## src/rtl/fsk_bit_sequencer.sv

```systemverilog
`default_nettype none
// ============================================================================
// Module   : fsk_bit_sequencer
// Purpose  : Serialises a DATA_W-bit word MSB first onto the H_L tone select
//            of a frequency divider. Each bit lasts CYC_PER_BIT divider carry
//            pulses. An init strobe reloads the divider at every bit boundary.
// Options  : define FSK_PARITY_EN to append one even-parity bit per frame.
// Revision : 1.0 - initial release
// ============================================================================
module fsk_bit_sequencer #(
  parameter int DATA_W      = 8,
  parameter int CYC_PER_BIT = 16
) (
  input  logic              clk,
  input  logic              rst,
  input  logic              start,
  input  logic [DATA_W-1:0] data,
  input  logic              co,
  output logic              H_L,
  output logic              init,
  output logic              busy,
  output logic              done
);

  localparam int                 c_BIT_W    = $clog2(DATA_W + 1);
  localparam logic [7:0]         c_CO_TC    = 8'(CYC_PER_BIT - 1);
  localparam logic [c_BIT_W-1:0] c_LAST_BIT = c_BIT_W'(DATA_W - 1);

  typedef enum logic [1:0] {
    IDLE = 2'd0,
    SEND = 2'd1
`ifdef FSK_PARITY_EN
    ,
    PAR  = 2'd2
`endif
  } state_t;

  state_t               r_state, w_state;
  logic [DATA_W-1:0]    r_word, w_word;
  logic [c_BIT_W-1:0]   r_bit_cnt, w_bit_cnt;
  logic [7:0]           r_co_cnt, w_co_cnt;
  logic                 r_hl, w_hl;
  logic                 r_init, w_init;
  logic                 r_done, w_done;
  logic                 w_tc;
  logic [DATA_W-1:0]    w_shifted;

  // Terminal co pulse of the current bit period.
  assign w_tc = co && (r_co_cnt == c_CO_TC);

  // The word stays untouched for the whole frame; the next bit is selected
  // by shifting a copy so that its MSB is the bit about to be sent.
  assign w_shifted = r_word << (r_bit_cnt + 1'b1);

  // Next-state and next-output logic.
  always_comb begin
    w_state   = r_state;
    w_word    = r_word;
    w_bit_cnt = r_bit_cnt;
    w_co_cnt  = r_co_cnt;
    w_hl      = r_hl;
    w_init    = 1'b0;
    w_done    = 1'b0;
    case (r_state)
      IDLE: begin
        // A co coincident with the accepted start is deliberately not counted.
        if (start) begin
          w_state   = SEND;
          w_word    = data;
          w_bit_cnt = '0;
          w_co_cnt  = '0;
          w_hl      = data[DATA_W-1];
          w_init    = 1'b1;
        end
      end
      SEND: begin
        if (w_tc) begin
          w_co_cnt = '0;
          if (r_bit_cnt == c_LAST_BIT) begin
`ifdef FSK_PARITY_EN
            w_state = PAR;
            w_hl    = ^r_word;
            w_init  = 1'b1;
`else
            w_state   = IDLE;
            w_bit_cnt = '0;
            w_hl      = 1'b0;
            w_done    = 1'b1;
`endif
          end else begin
            w_bit_cnt = r_bit_cnt + 1'b1;
            w_hl      = w_shifted[DATA_W-1];
            w_init    = 1'b1;
          end
        end else if (co) begin
          w_co_cnt = r_co_cnt + 8'd1;
        end
      end
`ifdef FSK_PARITY_EN
      PAR: begin
        if (w_tc) begin
          w_state   = IDLE;
          w_co_cnt  = '0;
          w_bit_cnt = '0;
          w_hl      = 1'b0;
          w_done    = 1'b1;
        end else if (co) begin
          w_co_cnt = r_co_cnt + 8'd1;
        end
      end
`endif
      default: begin
        w_state = IDLE;
        w_hl    = 1'b0;
      end
    endcase
  end

  // State and datapath registers with asynchronous active-low clear.
  always_ff @(posedge clk or negedge rst) begin
    if (!rst) begin
      r_state   <= IDLE;
      r_word    <= '0;
      r_bit_cnt <= '0;
      r_co_cnt  <= '0;
      r_hl      <= 1'b0;
      r_init    <= 1'b0;
      r_done    <= 1'b0;
    end else begin
      r_state   <= w_state;
      r_word    <= w_word;
      r_bit_cnt <= w_bit_cnt;
      r_co_cnt  <= w_co_cnt;
      r_hl      <= w_hl;
      r_init    <= w_init;
      r_done    <= w_done;
    end
  end

  assign H_L  = r_hl;
  assign init = r_init;
  assign done = r_done;
  assign busy = (r_state != IDLE);

endmodule
`default_nettype wire

```

## config.mk

```make
export PLATFORM = sky130hd
export DESIGN_NAME = fsk_bit_sequencer
export DESIGN_NICKNAME = d
export VERILOG_FILES = /design/src/rtl/fsk_bit_sequencer.sv
export SDC_FILE = /design/constraint.sdc
export NUM_CORES = 1
export LEC_CHECK = 0
export BUFFER_PORTS_ARGS = -buffer_cell sky130_fd_sc_hd__buf_2
export CAP_MARGIN = 20
export CELL_PAD_IN_SITES_DETAIL_PLACEMENT = 0
export CELL_PAD_IN_SITES_GLOBAL_PLACEMENT = 1
export CORE_AREA = 2 2 51 63
export DETAILED_ROUTE_END_ITERATION = 8
export DIE_AREA = 0 0 53 65
export PLACE_DENSITY = 0.75
export SLEW_MARGIN = 15
export SYNTH_ARGS = -nofsm -noshare
export SYNTH_HDL_FRONTEND = slang
export SYNTH_SLANG_ARGS = --single-unit
```

## constraint.sdc

```tcl
create_clock -name clk -period 4.3 [get_ports clk]
set_input_delay 0.215 -clock clk [delete_from_list [all_inputs] [get_ports clk]]
set_output_delay 0.215 -clock clk [all_outputs]
set_load 0.01 [all_outputs]
```

==> results of run 1 <==
==> timing repair <==
| item | 4_1_cts | 5_1_grt |
|---|---|---|
| hold buffers | 1 | 0 |
| hold endpoints to repair | 24 | 0 |
| resized for setup | 0 | 0 |
==> kinds of logic after synthesis <==
kind of cell	share of synthesized area [%]
buf+inv	2.86
xor+xnor	5.01
simple gates	24.3
flops	49.1
compound gates	9.82
mux	6.85
fa+ha+maj	2.04
==> how the worst min path moves through the flow <==
stage	start	end	slack [ns]	depth (start not counted)
2_1_floorplan	rst	H_L$_DFFE_PN0P_	-0.08	0
3_3_place_gp	rst	r_co_cnt[0]$_DFFE_PN0P_	0.22	1
3_5_place_dp	rst	r_co_cnt[0]$_DFFE_PN0P_	0.23	1
4_1_cts	data[1]	r_word[1]$_DFFE_PN0P_	0.07	3
5_1_grt	data[2]	r_word[2]$_DFFE_PN0P_	0.07	3
6_report	data[1]	r_word[1]$_DFFE_PN0P_	0.07	3
==> critical path: stages (launching register included) <==
cell and delay, ns:
dfrtp_1 0.47, ha_1 0.44, mux2i_1 0.18, mux4_2 0.45, nand4bb_1 0.19, a21oi_1 0.15
==> per-layer routing <==
| metal | up-vias | track usage [%] | wire [µm] |
|---|---|---|---|
| li1 | 459 | - | - |
| met1 | 446 | 18.8 | 954 |
| met2 | 20 | 29.8 | 1290 |
| met3 | 4 | 2.76 | 74 |
| met4 | 0 | 7.69 | 53 |
| met5 | - | 0 | 0 |
==> state kept, by name, summed over array words and instances (netlist names) <==
signal / flops
r_word: 8
done: 1
H_L: 1
r_state: 1
init: 1
r_co_cnt: 8
r_bit_cnt: 4
==> power by group <==
group	switching, mW	total, mW	internal [mW]
Combinational	0.106	0.222	0.116
Sequential	0.0612	0.341	0.280
Clock	0.0667	0.119	0.0518
==> final cells by class <==
class                      instances  share of cell area (%)
sequential                        24                    44.1
multi-input combinational         94                    43.2
timing repair buffer              16                    6.24
tap                               36                    3.31
clock buffer                       4                    2.66
inverter                           2                   0.551
==> cell usage in the layout (no fill, tap or decap), types with 2 or more instances in the layout <==
cell type / n
nand2_1: 32
dfrtp_1: 24
buf_2: 15
nor2_1: 9
xnor2_1: 6
mux2i_1: 5
o21ai_1: 3
nor3_1: 3
a22o_1: 3
a21oi_1: 3
nand3_1: 3
clkbuf_4: 3
nand2b_1: 2
o31ai_2: 2
inv_1: 2
nand4_1: 2
nor4_1: 2
ha_1: 2
==> metrics by stage <==
step	hold slack [ns]	cells	util, %
after detailed placement	0.230	171	45.5
after global placement	0.222	171	45.5
after global routing	0.0705	176	47.1
final	0.0747	176	47.1
after CTS	0.0694	176	47.1
after floorplan	-0.0806	125	-
==> results.json, run 1 <==
{
  "io_pins": 16,
  "leakagePower_nw": 0.631,
  "die_h_um": 65,
  "first_global_vias": 952,
  "preCtsSetupSlack_ns": 2.40,
  "r2r_end": "H_L$_DFFE_PN0P_",
  "r2r_start": "r_bit_cnt[0]$_DFFE_PN0P_",
  "post_cts_buffers": 0,
  "synth.net_count": 139,
  "gr-total-overflow": 0,
  "grt_use_total_pct": 16.7,
  "startpoint": "r_bit_cnt[0]$_DFFE_PN0P_",
  "insertion_delay_ns": 0.32,
  "synth_cell_type_count": 36,
  "period_needed_ns": 1.93,
  "via_per_inst": 5.28,
  "critPathLaunchType": "flip-flop",
  "clockBufferDepth": 2,
  "routed_wl_um": 2370,
  "antenna_found_initial": 0,
  "synth_edf_count": 0,
  "grt_max_degree": 25,
  "end_kind": "flip-flop",
  "htree_levels": 1,
  "p_per_area_nw_per_um2": 500,
  "synth.most_common_cell": "nand2_1",
  "fmax_mhz": 519,
  "finalPower_uw": 682,
  "timing.final.ws_setup_ns": 2.37,
  "numCtsBuffers": 3,
  "regArea_um2": 601,
  "n_fill_cell": 320,
  "fin_crit_sh_pct": 44.8,
  "cp_max_fo": 6,
  "wire_per_inst_um": 13.5,
  "yosys_warnings": 0,
  "skew_ns": 0.00900,
  "r2r_setup_slack_ns": 2.37,
  "clock-sinks": 24,
  "drv_cap": 0,
  "root_buffer": "clkbuf_4",
  "grt_pass1_wl_um": 4200,
  "final-hold-violation-count": 0,
  "gp_congestion": 0.750,
  "maxSlewHeadroom_pct": 64.1,
  "critPathCapture": "H_L$_DFFE_PN0P_",
  "synth_area_um2": 1220,
  "drtPass1Iterations": 4,
  "vias": 929,
  "dieArea_um2": 3450,
  "start_util_pct": 42.3,
  "dp_hpwl_um": 1770,
  "fin_nets": 155,
  "tightest_slew_ns": 0.539,
  "drtIter0Drc": 16,
  "portBuffers": 15,
  "ys_ff_latch": 24,
  "cp_data_required_time_ns": 4.56,
  "placedInstanceArea_um2": 1320,
  "finalSetupViolCount": 0,
  "cts_tree": "done",
  "syn_avg_cell_area_um2": 9.79,
  "synthArstFlopShare_pct": 100,
  "core_area_um2": 2890,
  "yosysSeqAreaShare_pct": 49.1,
  "ant_nets": 0,
  "reg2regPathDepth": 5,
  "yosysTopAreaCellShare_pct": 49.1,
  "ir_drop_uv": 305,
  "synth_top_cell_by_area": "dfrtp_1",
  "yosys-top-cells-count": "nand2_1, dfrtp_1, nor2_1",
  "path_clk_slew_ns": 0.13,
  "final_area_um2": 1360,
  "syn_inst": 125,
  "ys_top_cells_by_area": "dfrtp_1, nand2_1, xnor2_1",
  "drc": 0,
  "path_class": "reg -> reg",
  "rsz0062_at_grt": "false",
  "worst-endpoint-arrival_ns": 2.18,
  "tns_ns": 0,
  "area_growth_syn_to_layout_pct": 11.3,
  "die_w_um": 53,
  "outcome": "finished, final reports clean",
  "layout-drive-gt1-share_pct": 19.3,
  "multiInputGateArea_um2": 588,
  "rows": 22,
  "finalMaxSlewViolations": 0,
  "hold_path_class": "in -> reg",
  "synthFlopType": "dfrtp_1",
  "diodes": 0
}
Note: power is estimated with default switching activity, not from simulation.
==> inputs of run 2 (changes only) <==
ABC_AREA = 1   (was not set)
CORE_AREA = 2 2 54 66   (was 2 2 51 63)
DIE_AREA = 0 0 56 68   (was 0 0 53 65)
PLACE_DENSITY = 0.73   (was 0.75)
clock period = 1.8 ns   (was 4.3 ns; I/O delays follow)
==> run 2 against run 1 <==
- global-route usage down 1.3 points
- largest power group unchanged
- fmax up 38%
- clock skew down 0.0068 ns
- first-iteration DRC count up 44%
- combinational power up 50%
- die area up 11%
- sequential cell count unchanged
- sequential share of layout area down 2.9 points
- register-to-register slack worse by 2.0 ns
- core utilization down 1.9 points
- area after synthesis up 4.3%
==> results.json, run 2 <==
{
  "ys_ff_latch": 24,
  "grt_max_degree": 25,
  "syn_inst": 153,
  "synth_edf_count": 0,
  "grt_pass1_wl_um": 4510,
  "ant_nets": 0,
  "gp_congestion": 0.802,
  "placedInstanceArea_um2": 1380,
  "top_regs": "r_co_cnt: 8 flops, r_word: 8 flops, r_bit_cnt: 4 flops",
  "drtIter0Drc": 23,
  "root_buffer": "clkbuf_8",
  "first_global_vias": 1022,
  "synthArstFlopShare_pct": 100,
  "critPathLaunchType": "flip-flop",
  "period_needed_ns": 1.40,
  "layout-drive-gt1-share_pct": 23.8,
  "power.internal_uw": 936,
  "ys_top_cells_by_area": "dfrtp_1, nand2_1, nand3_1",
  "hold_depth": 3,
  "post_cts_buffers": 0,
  "dp_hpwl_um": 1970,
  "cts_tree": "done",
  "numCtsBuffers": 3,
  "synth_cell_type_count": 27,
  "n_fill_cell": 342,
  "yosysTopAreaCellShare_pct": 47.1,
  "syn_avg_cell_area_um2": 8.34,
  "start_util_pct": 39.6,
  "leakagePower_nw": 0.778,
  "fin_nets": 187,
  "gr-total-overflow": 0,
  "synth.net_count": 167,
  "die_h_um": 68,
  "outcome": "finished, final reports clean",
  "hold_path_class": "in -> reg",
  "via_per_inst": 4.87,
  "path_clk_slew_ns": 0.09,
  "drv_cap": 0,
  "wire_per_inst_um": 12.2,
  "ir_drop_uv": 442,
  "tightest_slew_ns": 0.543,
  "io_pins": 16,
  "holdPathEnd": "r_word[5]$_DFFE_PN0P_",
  "dieArea_um2": 3810,
  "layout_common_cells": "nand2_1, dfrtp_1, buf_2, inv_1, nand3_1",
  "synthFlopType": "dfrtp_1",
  "maxSlewHeadroom_pct": 63.8,
  "yosys_warnings": 0,
  "yosys-top-cells-count": "nand2_1, dfrtp_1, inv_1, nand3_1, nor2_1",
  "rsz0062_at_grt": "false",
  "cpPeakStageDelay_ns": 0.49,
  "clkPwrFrac_pct": 26.6,
  "fin_crit_sh_pct": 77.6,
  "seqPwrFrac_pct": 49.8,
  "yosysSeqAreaShare_pct": 47.1,
  "fmax_mhz": 716,
  "htree_levels": 1,
  "crit_slowest_cell": "dfrtp_1",
  "synth_top_cell_by_area": "dfrtp_1",
  "end_kind": "flip-flop",
  "die_w_um": 56,
  "area_growth_syn_to_layout_pct": 14.3,
  "final_area_um2": 1460,
  "cp_data_required_time_ns": 1.96,
  "reg2regPathDepth": 7,
  "vias": 1018,
  "min_from": "data[5]",
  "regArea_um2": 601,
  "r2r_start": "r_bit_cnt[0]$_DFFE_PN0P_",
  "synth.most_common_cell": "nand2_1",
  "clockBufferDepth": 2,
  "p_per_area_nw_per_um2": 965,
  "finalMaxSlewViolations": 0,
  "routed_wl_um": 2560,
  "portBuffers": 15,
  "tns_ns": 0,
  "drc": 0,
  "synth_area_um2": 1280,
  "combinationalPowerShare_pct": 23.6,
  "insertion_delay_ns": 0.27,
  "diodes": 0,
  "final_util_pct": 45.3,
  "drtPass1Iterations": 4,
  "r2r_end": "H_L$_DFFE_PN0P_",
  "final-hold-violation-count": 0,
  "cp_max_fo": 10,
  "multiInputGateArea_um2": 592,
  "skew_ns": 0.00220,
  "path_class": "reg -> reg",
  "antenna_found_initial": 0,
  "crit_path_cell_trace": "ha_1 > inv_1 > nand3_1 > nand2_1 > nand2_1 > nand3_1 > a21oi_2",
  "core_area_um2": 3220,
  "clock-sinks": 24,
  "finalSetupViolCount": 0,
  "r2r_setup_slack_ns": 0.40,
  "p_sw_uw": 473,
  "rows": 23,
  "sw_frac_of_total_pct": 33.6,
  "worst-endpoint-arrival_ns": 1.56,
  "layout_commonest_cell": "nand2_1",
  "grt_use_total_pct": 15.4
}
## run 2: layout make-up
class	count	share of cell area (%)
Inverter	16	4.29
Clock buffer	4	3.77
Multi-Input combinational cell	110	40.6
Timing Repair Buffer	18	7.03
Tap cell	37	3.17
Sequential cell	24	41.2
## run 2: worst max-delay path by stage
| stage | from | to | slack, ns |
|---|---|---|---|
| global placement | r_bit_cnt[0]$_DFFE_PN0P_ | H_L$_DFFE_PN0P_ | 0.42 |
| CTS | r_bit_cnt[0]$_DFFE_PN0P_ | H_L$_DFFE_PN0P_ | 0.40 |
| detailed placement | r_bit_cnt[0]$_DFFE_PN0P_ | H_L$_DFFE_PN0P_ | 0.42 |
| floorplan | r_state[0]$_DFFE_PN0P_ | r_co_cnt[4]$_DFFE_PN0P_ | 0.59 |
| global route | r_bit_cnt[0]$_DFFE_PN0P_ | H_L$_DFFE_PN0P_ | 0.28 |
| finish | r_bit_cnt[0]$_DFFE_PN0P_ | H_L$_DFFE_PN0P_ | 0.40 |
## run 2: cells by family after synthesis
group	synth area share [%]
xor+xnor	1.37
fa+ha+maj	1.96
flops	47.1
simple gates	37.0
buf+inv	6.57
compound gates	6.08
## run 2: critical path: cells and delay by family (launching register included)
kind                       cells  cell delay [ns]
buffers and inverters          1             0.10
adders and majority gates      1             0.37
AOI/OAI and AO/OA              1             0.05
and+or+nand+nor                4             0.27
DFF                            1             0.49
## run 2: timing repair
action                                 CTS  global route
hold buffers                             1             1
endpoints found under the hold margin   24             1
gates resized for setup                  0             0
## run 2: routing by layer
layer | wire (µm) | vias up | GRT usage (%) | share of wire, %
met5 | 0 | - | 0 | 0
met4 | 42 | 0 | 6.85 | 1.6
met3 | 70 | 2 | 2.27 | 2.7
met2 | 1360 | 17 | 30.7 | 53
met1 | 1090 | 465 | 15.9 | 43
li1 | - | 534 | - | -
## run 2: stage by stage
stage / worst slack [ns] / hold slack [ns] / instances / power [mW]
after floorplan: 0.592 / -0.206 / 153 / 0.952
after global placement: 0.425 / 0.110 / 203 / 1.04
after detailed placement: 0.419 / 0.113 / 203 / 1.05
after CTS: 0.403 / 0.000240 / 208 / 1.43
after global routing: 0.280 / 0.0119 / 209 / 1.50
final: 0.403 / 0.00385 / 209 / 1.41
## run 2: power groups by stage
stage | Clock, mW | Sequential [mW] | Combinational [mW]
6_report | 0.375 | 0.701 | 0.333
5_1_grt | 0.411 | 0.713 | 0.380
4_1_cts | 0.387 | 0.702 | 0.337
3_5_place_dp | 0 | 0.713 | 0.333
3_3_place_gp | 0 | 0.709 | 0.329
2_1_floorplan | 0 | 0.692 | 0.259
